## src/rtl/coax_rx_buffer.sv

```systemverilog
// Receive word buffer behind coax_rx: stages each word to tag the frame's last word,
// turns receiver errors into in-band markers and queues everything for host readout.
module coax_rx_buffer #(
   parameter int unsigned DEPTH = 256
) (
   input  logic       clk,
   input  logic       reset_n,
   input  logic [9:0] rx_data,
   input  logic       rx_strobe,
   input  logic       rx_active,
   input  logic       rx_error,
   input  logic       clear,
   input  logic       read_strobe,
   output logic [9:0] data,
   output logic       data_last,
   output logic       data_error,
   output logic       empty,
   output logic       full,
   output logic       overflow
);

   localparam int unsigned AW = $clog2(DEPTH);
   localparam int unsigned CW = AW + 1;
   localparam logic [11:0] ERR_ENTRY = {1'b1, 1'b1, 10'h000};

   typedef enum logic [1:0] {
      ST_IDLE,
      ST_RECEIVE,
      ST_DISCARD
   } state_t;

   state_t        r_state, w_state_nxt;
   logic [9:0]    r_stg_word, w_stg_word_nxt;
   logic          r_stg_valid, w_stg_valid_nxt;
   logic          r_err_pend, w_err_pend_nxt;
   logic          w_wr_en;
   logic [11:0]   w_wr_entry;

   logic [11:0]   r_mem [DEPTH];
   logic [AW-1:0] r_wr_ptr, r_rd_ptr;
   logic [CW-1:0] r_count;
   logic [11:0]   r_head;
   logic          r_empty;
   logic          r_overflow;
   logic          w_full, w_rd_acc, w_wr_acc, w_wr_drop;

   always_ff @(posedge clk or negedge reset_n) begin
      if (!reset_n) begin
         r_state     <= ST_DISCARD;
         r_stg_word  <= '0;
         r_stg_valid <= 1'b0;
         r_err_pend  <= 1'b0;
      end else begin
         r_state     <= w_state_nxt;
         r_stg_word  <= w_stg_word_nxt;
         r_stg_valid <= w_stg_valid_nxt;
         r_err_pend  <= w_err_pend_nxt;
      end
   end

   always_comb begin
      w_state_nxt     = r_state;
      w_stg_word_nxt  = r_stg_word;
      w_stg_valid_nxt = r_stg_valid;
      w_err_pend_nxt  = r_err_pend;
      w_wr_en         = 1'b0;
      w_wr_entry      = '0;
      case (r_state)
         ST_IDLE: begin
            if (rx_error) begin
               w_wr_en     = 1'b1;
               w_wr_entry  = ERR_ENTRY;
               w_state_nxt = ST_DISCARD;
            end else if (rx_strobe) begin
               w_stg_word_nxt  = rx_data;
               w_stg_valid_nxt = 1'b1;
               w_state_nxt     = ST_RECEIVE;
            end
         end
         ST_RECEIVE: begin
            // Staged word is flushed first; the error marker follows via the pending flag.
            if (rx_error) begin
               w_wr_en         = r_stg_valid;
               w_wr_entry      = {2'b00, r_stg_word};
               w_stg_valid_nxt = 1'b0;
               w_err_pend_nxt  = 1'b1;
               w_state_nxt     = ST_DISCARD;
            end else if (rx_strobe) begin
               w_wr_en         = r_stg_valid;
               w_wr_entry      = {2'b00, r_stg_word};
               w_stg_word_nxt  = rx_data;
               w_stg_valid_nxt = 1'b1;
            end else if (!rx_active) begin
               w_wr_en         = r_stg_valid;
               w_wr_entry      = {2'b01, r_stg_word};
               w_stg_valid_nxt = 1'b0;
               w_state_nxt     = ST_IDLE;
            end
         end
         ST_DISCARD: begin
            if (r_err_pend) begin
               w_wr_en        = 1'b1;
               w_wr_entry     = ERR_ENTRY;
               w_err_pend_nxt = 1'b0;
            end
            if (!rx_active && !rx_error) w_state_nxt = ST_IDLE;
         end
         default: w_state_nxt = ST_DISCARD;
      endcase
      if (clear) begin
         w_state_nxt     = ST_DISCARD;
         w_stg_valid_nxt = 1'b0;
         w_err_pend_nxt  = 1'b0;
         w_wr_en         = 1'b0;
      end
   end

   assign w_full    = (r_count == CW'(DEPTH));
   assign w_rd_acc  = read_strobe && !r_empty;
   assign w_wr_acc  = w_wr_en && (!w_full || w_rd_acc);
   assign w_wr_drop = w_wr_en && !w_wr_acc;

   always_ff @(posedge clk) begin
      if (w_wr_acc) r_mem[r_wr_ptr] <= w_wr_entry;
   end

   // Occupancy includes the entry held in the output register until it is popped.
   always_ff @(posedge clk or negedge reset_n) begin
      if (!reset_n) begin
         r_wr_ptr   <= '0;
         r_rd_ptr   <= '0;
         r_count    <= '0;
         r_head     <= '0;
         r_empty    <= 1'b1;
         r_overflow <= 1'b0;
      end else if (clear) begin
         r_wr_ptr   <= '0;
         r_rd_ptr   <= '0;
         r_count    <= '0;
         r_head     <= '0;
         r_empty    <= 1'b1;
         r_overflow <= 1'b0;
      end else begin
         if (w_wr_acc) r_wr_ptr <= r_wr_ptr + AW'(1);
         if (w_rd_acc) r_rd_ptr <= r_rd_ptr + AW'(1);
         case ({w_wr_acc, w_rd_acc})
            2'b10:   r_count <= r_count + CW'(1);
            2'b01:   r_count <= r_count - CW'(1);
            default: r_count <= r_count;
         endcase
         if (w_wr_drop) r_overflow <= 1'b1;
         if (w_rd_acc) begin
            r_empty <= 1'b1;
         end else if (r_empty && (r_count != '0)) begin
            r_empty <= 1'b0;
            r_head  <= r_mem[r_rd_ptr];
         end
      end
   end

   assign data       = r_head[9:0];
   assign data_last  = r_head[10];
   assign data_error = r_head[11];
   assign empty      = r_empty;
   assign full       = w_full;
   assign overflow   = r_overflow;

endmodule

```

## config.mk

```make
export PLATFORM = sky130hd
export DESIGN_NAME = coax_rx_buffer
export DESIGN_NICKNAME = d
export VERILOG_FILES = /design/src/rtl/coax_rx_buffer.sv
export SDC_FILE = /design/constraint.sdc
export NUM_CORES = 2
export LEC_CHECK = 0
export CORE_ASPECT_RATIO = 0.7
export CORE_MARGIN = 2
export CORE_UTILIZATION = 53
export DETAILED_ROUTE_END_ITERATION = 16
export HOLD_SLACK_MARGIN = 0.15
export PLACE_DENSITY_LB_ADDON = 0.2
export RECOVER_POWER = 100
export SLEW_MARGIN = 10
export SYNTH_ARGS = -nofsm -noshare
export SYNTH_HDL_FRONTEND = slang
export SYNTH_SLANG_ARGS = --single-unit
```

## constraint.sdc

```tcl
create_clock -name clk -period 13 [get_ports clk]
set_input_delay 2.6 -clock clk [delete_from_list [all_inputs] [get_ports clk]]
set_output_delay 2.6 -clock clk [all_outputs]
set_load 0.02 [all_outputs]
```

* After elaboration in Yosys (flattened, before gate mapping)
Memory sizes are Yosys's and may differ from the RTL's.
Index checks and enable logic that the tools add are counted.
** Storage, ports and cells
- Register bits :: 53
- Latch bits :: 0
- RAM bits :: 3072
- Memory bits (read-only) :: 0
- Input bits :: 17
- Logic and storage cells :: 104
- Memories kept :: 1
** Memory list
- r_mem :: words 256, bits a word 12, rd ports 1, clocked after Yosys merged registers in 0, write ports 1, line 39 : logic [11:0] r_mem [DEPTH];
** Operators by class
- Add/subtract/negate cells :: 4
- Multipliers :: 0
- Divide/modulo/power cells :: 0
- $lt $le $gt $ge :: 0
- Equal/unequal tests :: 14
- Shift operators :: 0
- Mux-type cells :: 47
- Bitwise operators :: 1
- Reductions and logical operators :: 27
** Operators with widths (count)
- 12-bit two-way mux :: 5
- 12-bit case mux with 3 select lines :: 1
- 11-bit two-way mux :: 3
- 8-bit two-way mux :: 4
- 1-bit two-way mux :: 21
- 9-bit case mux with 2 select lines :: 1
- 8-bit by 1-bit adder with 8-bit output, second input constant :: 2
- 2-bit two-way mux :: 7
- 3-bit inequality test, second input constant :: 4
- 4-bit inequality test, second input constant :: 3
- 3-bit nonzero test :: 4
- 9-bit by 1-bit adder with 9-bit output, second input constant :: 1
- 9-bit equality test, second input constant :: 1
- 9-bit two-way mux :: 1
- 9-bit nonzero test :: 1
- 9-bit by 1-bit subtractor with 9-bit output, second input constant :: 1
- 4-bit AND reduction :: 2
- 2-bit nonzero test :: 4
- 2-bit case mux with 3 select lines :: 1
- 1-bit logical AND :: 5
- 1-bit zero test :: 5
- 5-bit inequality test, second input constant :: 1
- 2-bit by 1-bit equality test with 1-bit output, second input constant :: 2
- 2-bit equality test, second input constant :: 2
- 9 further kinds :: 11

* Logic depth before layout (Yosys ltp)
- Word-level depth :: 10
- Mapped depth :: 13
- Mapped depth without buffers :: 10

* Least setup slack after synthesis
No wires, ideal clock.
- Path kind :: input to register
- From :: input port rx_error
- To :: memory r_mem[0][10] (data pin)
- Setup time :: 0.794 ns
- Arrival :: 11.880 ns
- Data required time :: 12.206 ns
- Path slack :: 0.325 ns
- Cell stages on the path :: 4
- Cell sequence :: clkbuf_1 -> mux2i_1 -> nor2_1 -> a21o_1
** On the way
- Longest elaborated chain between the ends :: 2
- Elaborated cells on any way between the ends :: 3
- Classes of those cells :: mux (3)
** RTL lines
- from (decl) :: line 11 : input logic rx_error,
- 11-bit two-way mux / 12-bit two-way mux (equally long branches) :: line 82, 70
- 12-bit case mux with 3 select lines * :: line 68 : case (r_state)
- named net w_wr_entry[10] :: line 37 : logic [11:0] w_wr_entry;
- to (decl) :: line 39
Mark *: on every way through the listed nets, which the timed path passes. The rest lies on a longest branch.

* Worst setup path in the final report
- From :: input port rx_error
- To :: memory r_mem[138][8] (data pin)
** On the way
- Longest elaborated chain between the ends :: 2
** RTL lines
- 11-bit two-way mux :: line 82 : if (rx_error) begin
- 12-bit case mux with 3 select lines :: line 68
- named net w_wr_entry[8] :: line 37
The timed path passes the listed nets, and every way through them passes these cells.

==> implementation parameters <==
Parameter                              Value

Clock tree
  Maximum level of the CTS H-tree ... 5
  Resize count post-CTS ... 0
  Postcts setup bufs ... 0
  CTS tree ... built
  Number of buffers inserted during clock tree synthesis ... 286
  Clock Sinks ... 3125
  Clock Pin Slew Worst Setup and Hold Paths ... 0.06 ns
  Worst-Skew Late Latency ... 0.87 ns
  Clk root buf ... clkbuf_16
  Number of hold-repair buffers added at the cts stage ... 0
  Buffer depth of the longest clock path ... 4

Synth
  Leading cell types by count after synthesis ... edfxtp_1 (3072), mux4_2 (629), nor2_1 (338)
  Number of synthesized flops with an enable pin ... 3072
  Largest cells by area after synthesis ... edfxtp_1 (76%), mux4_2 (12%), mux2i_1 (2.6%)
  Synth unique cells ... 77
  Prevailing post-synth register cell ... edfxtp_1
  Mean Syn Cell Area ... 20.9 sq um
  Number of warning messages in the yosys log ... 0
  Post-Syn Area ... 121000 sq um
  Ys async rst share ... 1.70%
  Cell accounting for the most synthesized area ... edfxtp_1
  Seq cells post-synth ... 3125
  Proportion of netlist area held by the largest area contributor ... 75.9%
  Synthesized instance count ... 5812
  Register area share after synthesis ... 77.0%
  Most frequently used cell type in the post-synthesis netlist ... edfxtp_1
  Synthesized net count ... 5840

Critical path
  CP max stage cell ... clkbuf_1
  Number of stages on the worst setup path ... 7
  Worst-path maximum fanout ... 72
  Critical Path Source Type ... input pin
  Critical Path RT ... 13.49 ns
  Register-to-Register Path Depth ... 10
  Crit. End Element ... flip-flop
  Category of cells accounting for the largest share of critical-path delay ... buffers and inverters
  Data arrival time of the worst path ... 9.75 ns
  Max incr delay on CP ... 2.51 ns
  Worst reg-to-reg setup slack ... 5.20 ns
  Sum of buffers and inverters on the critical path ... 4
  Cell chain of the critical path ... dlygate4sd3_1 > nor3b_1 > nor3b_1 > clkbuf_1 > and2_0 > clkbuf_1 > buf_4
  Category of the most critical setup path ... input pin to flip-flop

Pwr
  Power consumption ... 20.7 mW
  VDD IR-drop max ... 0.156 mV
  Power density over the cells ... 155 nW/um^2
  Leakage power ... 46.5 nW

Worst hold path
  Cells on Worst Hold Path ... 1
  HP Class ... flip-flop to flip-flop

Final layout
  Fill cell total of the finished layout ... 16300
  Layout cell share with drive strength beyond 1 ... 19.8%
  Final-stage net count ... 5950
  Synthesis-to-finish area growth ... 10.1%

STA
  Minimum clock period ... 9.26 ns
  Highest clock rate ... 0.108 GHz
  Count of final setup violators ... 0
  Setup TNS ... 0 ns
  Relative slew margins ... -214%
  Transition time at the pin with the least slew margin ... 4.71 ns
  RSZ-0062 raised after global routing ... false
  Slew Viols, Final ... 1312
  Layout Skew ... 0.0439 ns
  Fin. Hold Viols ... 0
  Share of the clock period used by the worst path after layout ... 71.2%

Drt
  Initial DRT Pass Iterations ... 5
  Post-detailed-route via-to-cell ratio ... 6.87
  Avg WL per Cell ... 37.9 microns
  Remaining DRCs ... 0
  Post-Route WL ... 349000 microns
  DRC marker count from the first detailed-route iteration ... 10400
  Final ANT Viol Nets ... 0
  Via count ... 63200

Floorplanning
  Floorplan die width ... 576 microns
  Overall die height ... 405 microns
  Area of the placeable core ... 229000 sq um
  Number of cell rows ... 147
  Effective utilization at floorplan ... 53.1%
  Top-Level Pins ... 32
  Total die area ... 233000 sq um

Placed design
  Gp weighted congestion ... 0.938
  Estimated wirelength of the detail-placed design ... 211000 microns
  Number of port buffers ... 31

Flow run
  Max-cap violations ... 36

Global routing
  Number of global-route vias before repair ... 59200
  Maximum number of pins on one net before global-route repair ... 150
  Wire length of the first global-routing pass ... 482000 microns
  Initial antenna violation count ... 11
  Sum of overflow across all layers after global routing ... 0
  Overall track demand over capacity in global routing ... 29.9%

Outcome
  Failing checks ... max-capacitance violations, max-slew violations
  Outcome ... complete, but fails checks
-- power by group --
group,total (mW),leakage [nW],internal (mW),switching (mW)
combinational,1.28,7.20,0.553,0.724
clock,8.38,4.42,4.71,3.67
sequential,11.0,34.9,10.9,0.0734
-- placed cells by master (no fill, tap or decap), drive strengths merged, types with 17 or more instances in the layout --
master / count
edfxtp: 3072
mux4: 644
clkbuf: 356
nor2: 338
mux2i: 316
nand2: 146
buf: 119
clkinv: 114
a21oi: 107
o22ai: 106
a22oi: 99
o221ai: 67
nand3: 59
nor3: 55
o21ai: 53
dfrtp: 51
bufinv: 30
a221oi: 30
mux2: 28
nor4: 23
inv: 21
nor2b: 20
a31oi: 19
and2: 19
a211oi: 18
dlygate4sd3: 17
-- final timing paths --
path / end / start
min in group asynchronous: r_stg_word[1]$_DFFE_PN0P_ / reset_n
hold reg to reg: r_head[5]$_DFFE_PN0P_ / r_head[5]$_DFFE_PN0P_
setup / recovery: r_mem[138][8]$_DFFE_PP_ / rx_error
setup reg to reg: r_head[11]$_DFFE_PN0P_ / r_rd_ptr[0]$_DFFE_PN0P_
max in group asynchronous: r_rd_ptr[1]$_DFFE_PN0P_ / reset_n
hold / removal: r_head[5]$_DFFE_PN0P_ / r_head[5]$_DFFE_PN0P_
-- routing by layer --
metal	track usage (%)	share of wire, %	up-vias
met2	38.9	40	4949
met5	0	0.020	-
met3	12.8	17	511
met4	7.35	2.7	10
li1	-	-	24500
met1	46.3	41	33200
-- area by class of cell --
type | count | area, sq um | share of cell area [%]
Clock inverter | 167 | 1650 | 1.23
Sequential cell | 3125 | 93600 | 70.0
Multi-Input combinational cell | 2329 | 25700 | 19.3
Tap cell | 3054 | 3820 | 2.86
Clock buffer | 334 | 7440 | 5.57
Inverter | 10 | 45.0 | 0.0337
Timing Repair Buffer | 170 | 1410 | 1.06
Antenna cell | 3 | 7.51 | 0.00561
-- logic make-up (layout without fill, tap and decap cells) --
kind of cell             Yosys count  after routing  share of synthesized area, %
multiplexers                     988            988                          14.8
XOR/XNOR                          13             13                        0.0937
AO/OA/AOI/OAI                    588            588                          3.38
adder cells (fa/ha/maj)           11             11                         0.113
AND/OR/NAND/NOR                  729            729                          2.67
flip-flops                      3125           3125                          77.0
other                              0              3                             0
buffers and inverters            358            681                          1.87
-- sequential cells by signal, summed over array words and instances, names as in the netlist --
signal and count:
r_rd_ptr 8, r_head 12, empty 1, r_err_pend 1
r_stg_valid 1, r_stg_word 10, r_count 9, r_wr_ptr 8
r_state 2, r_mem 3072, overflow 1
-- per-stage QoR --
stage | cells | setup slack, ns | hold WS (ns) | area (sq um) | util [%]
global route | 9189 | 3.46 | 0.504 | 134000 | 58.5
detailed placement | 8686 | 6.26 | 0.495 | 125000 | 54.6
global placement | 8686 | 6.32 | 0.490 | 125000 | 54.6
CTS | 9187 | 7.15 | 0.509 | 134000 | 58.6
finish | 9192 | 3.74 | 0.507 | 134000 | 58.5
floorplan | 5812 | 0.325 | 0.472 | 121000 | -
Power figures use the tool's default switching activity.
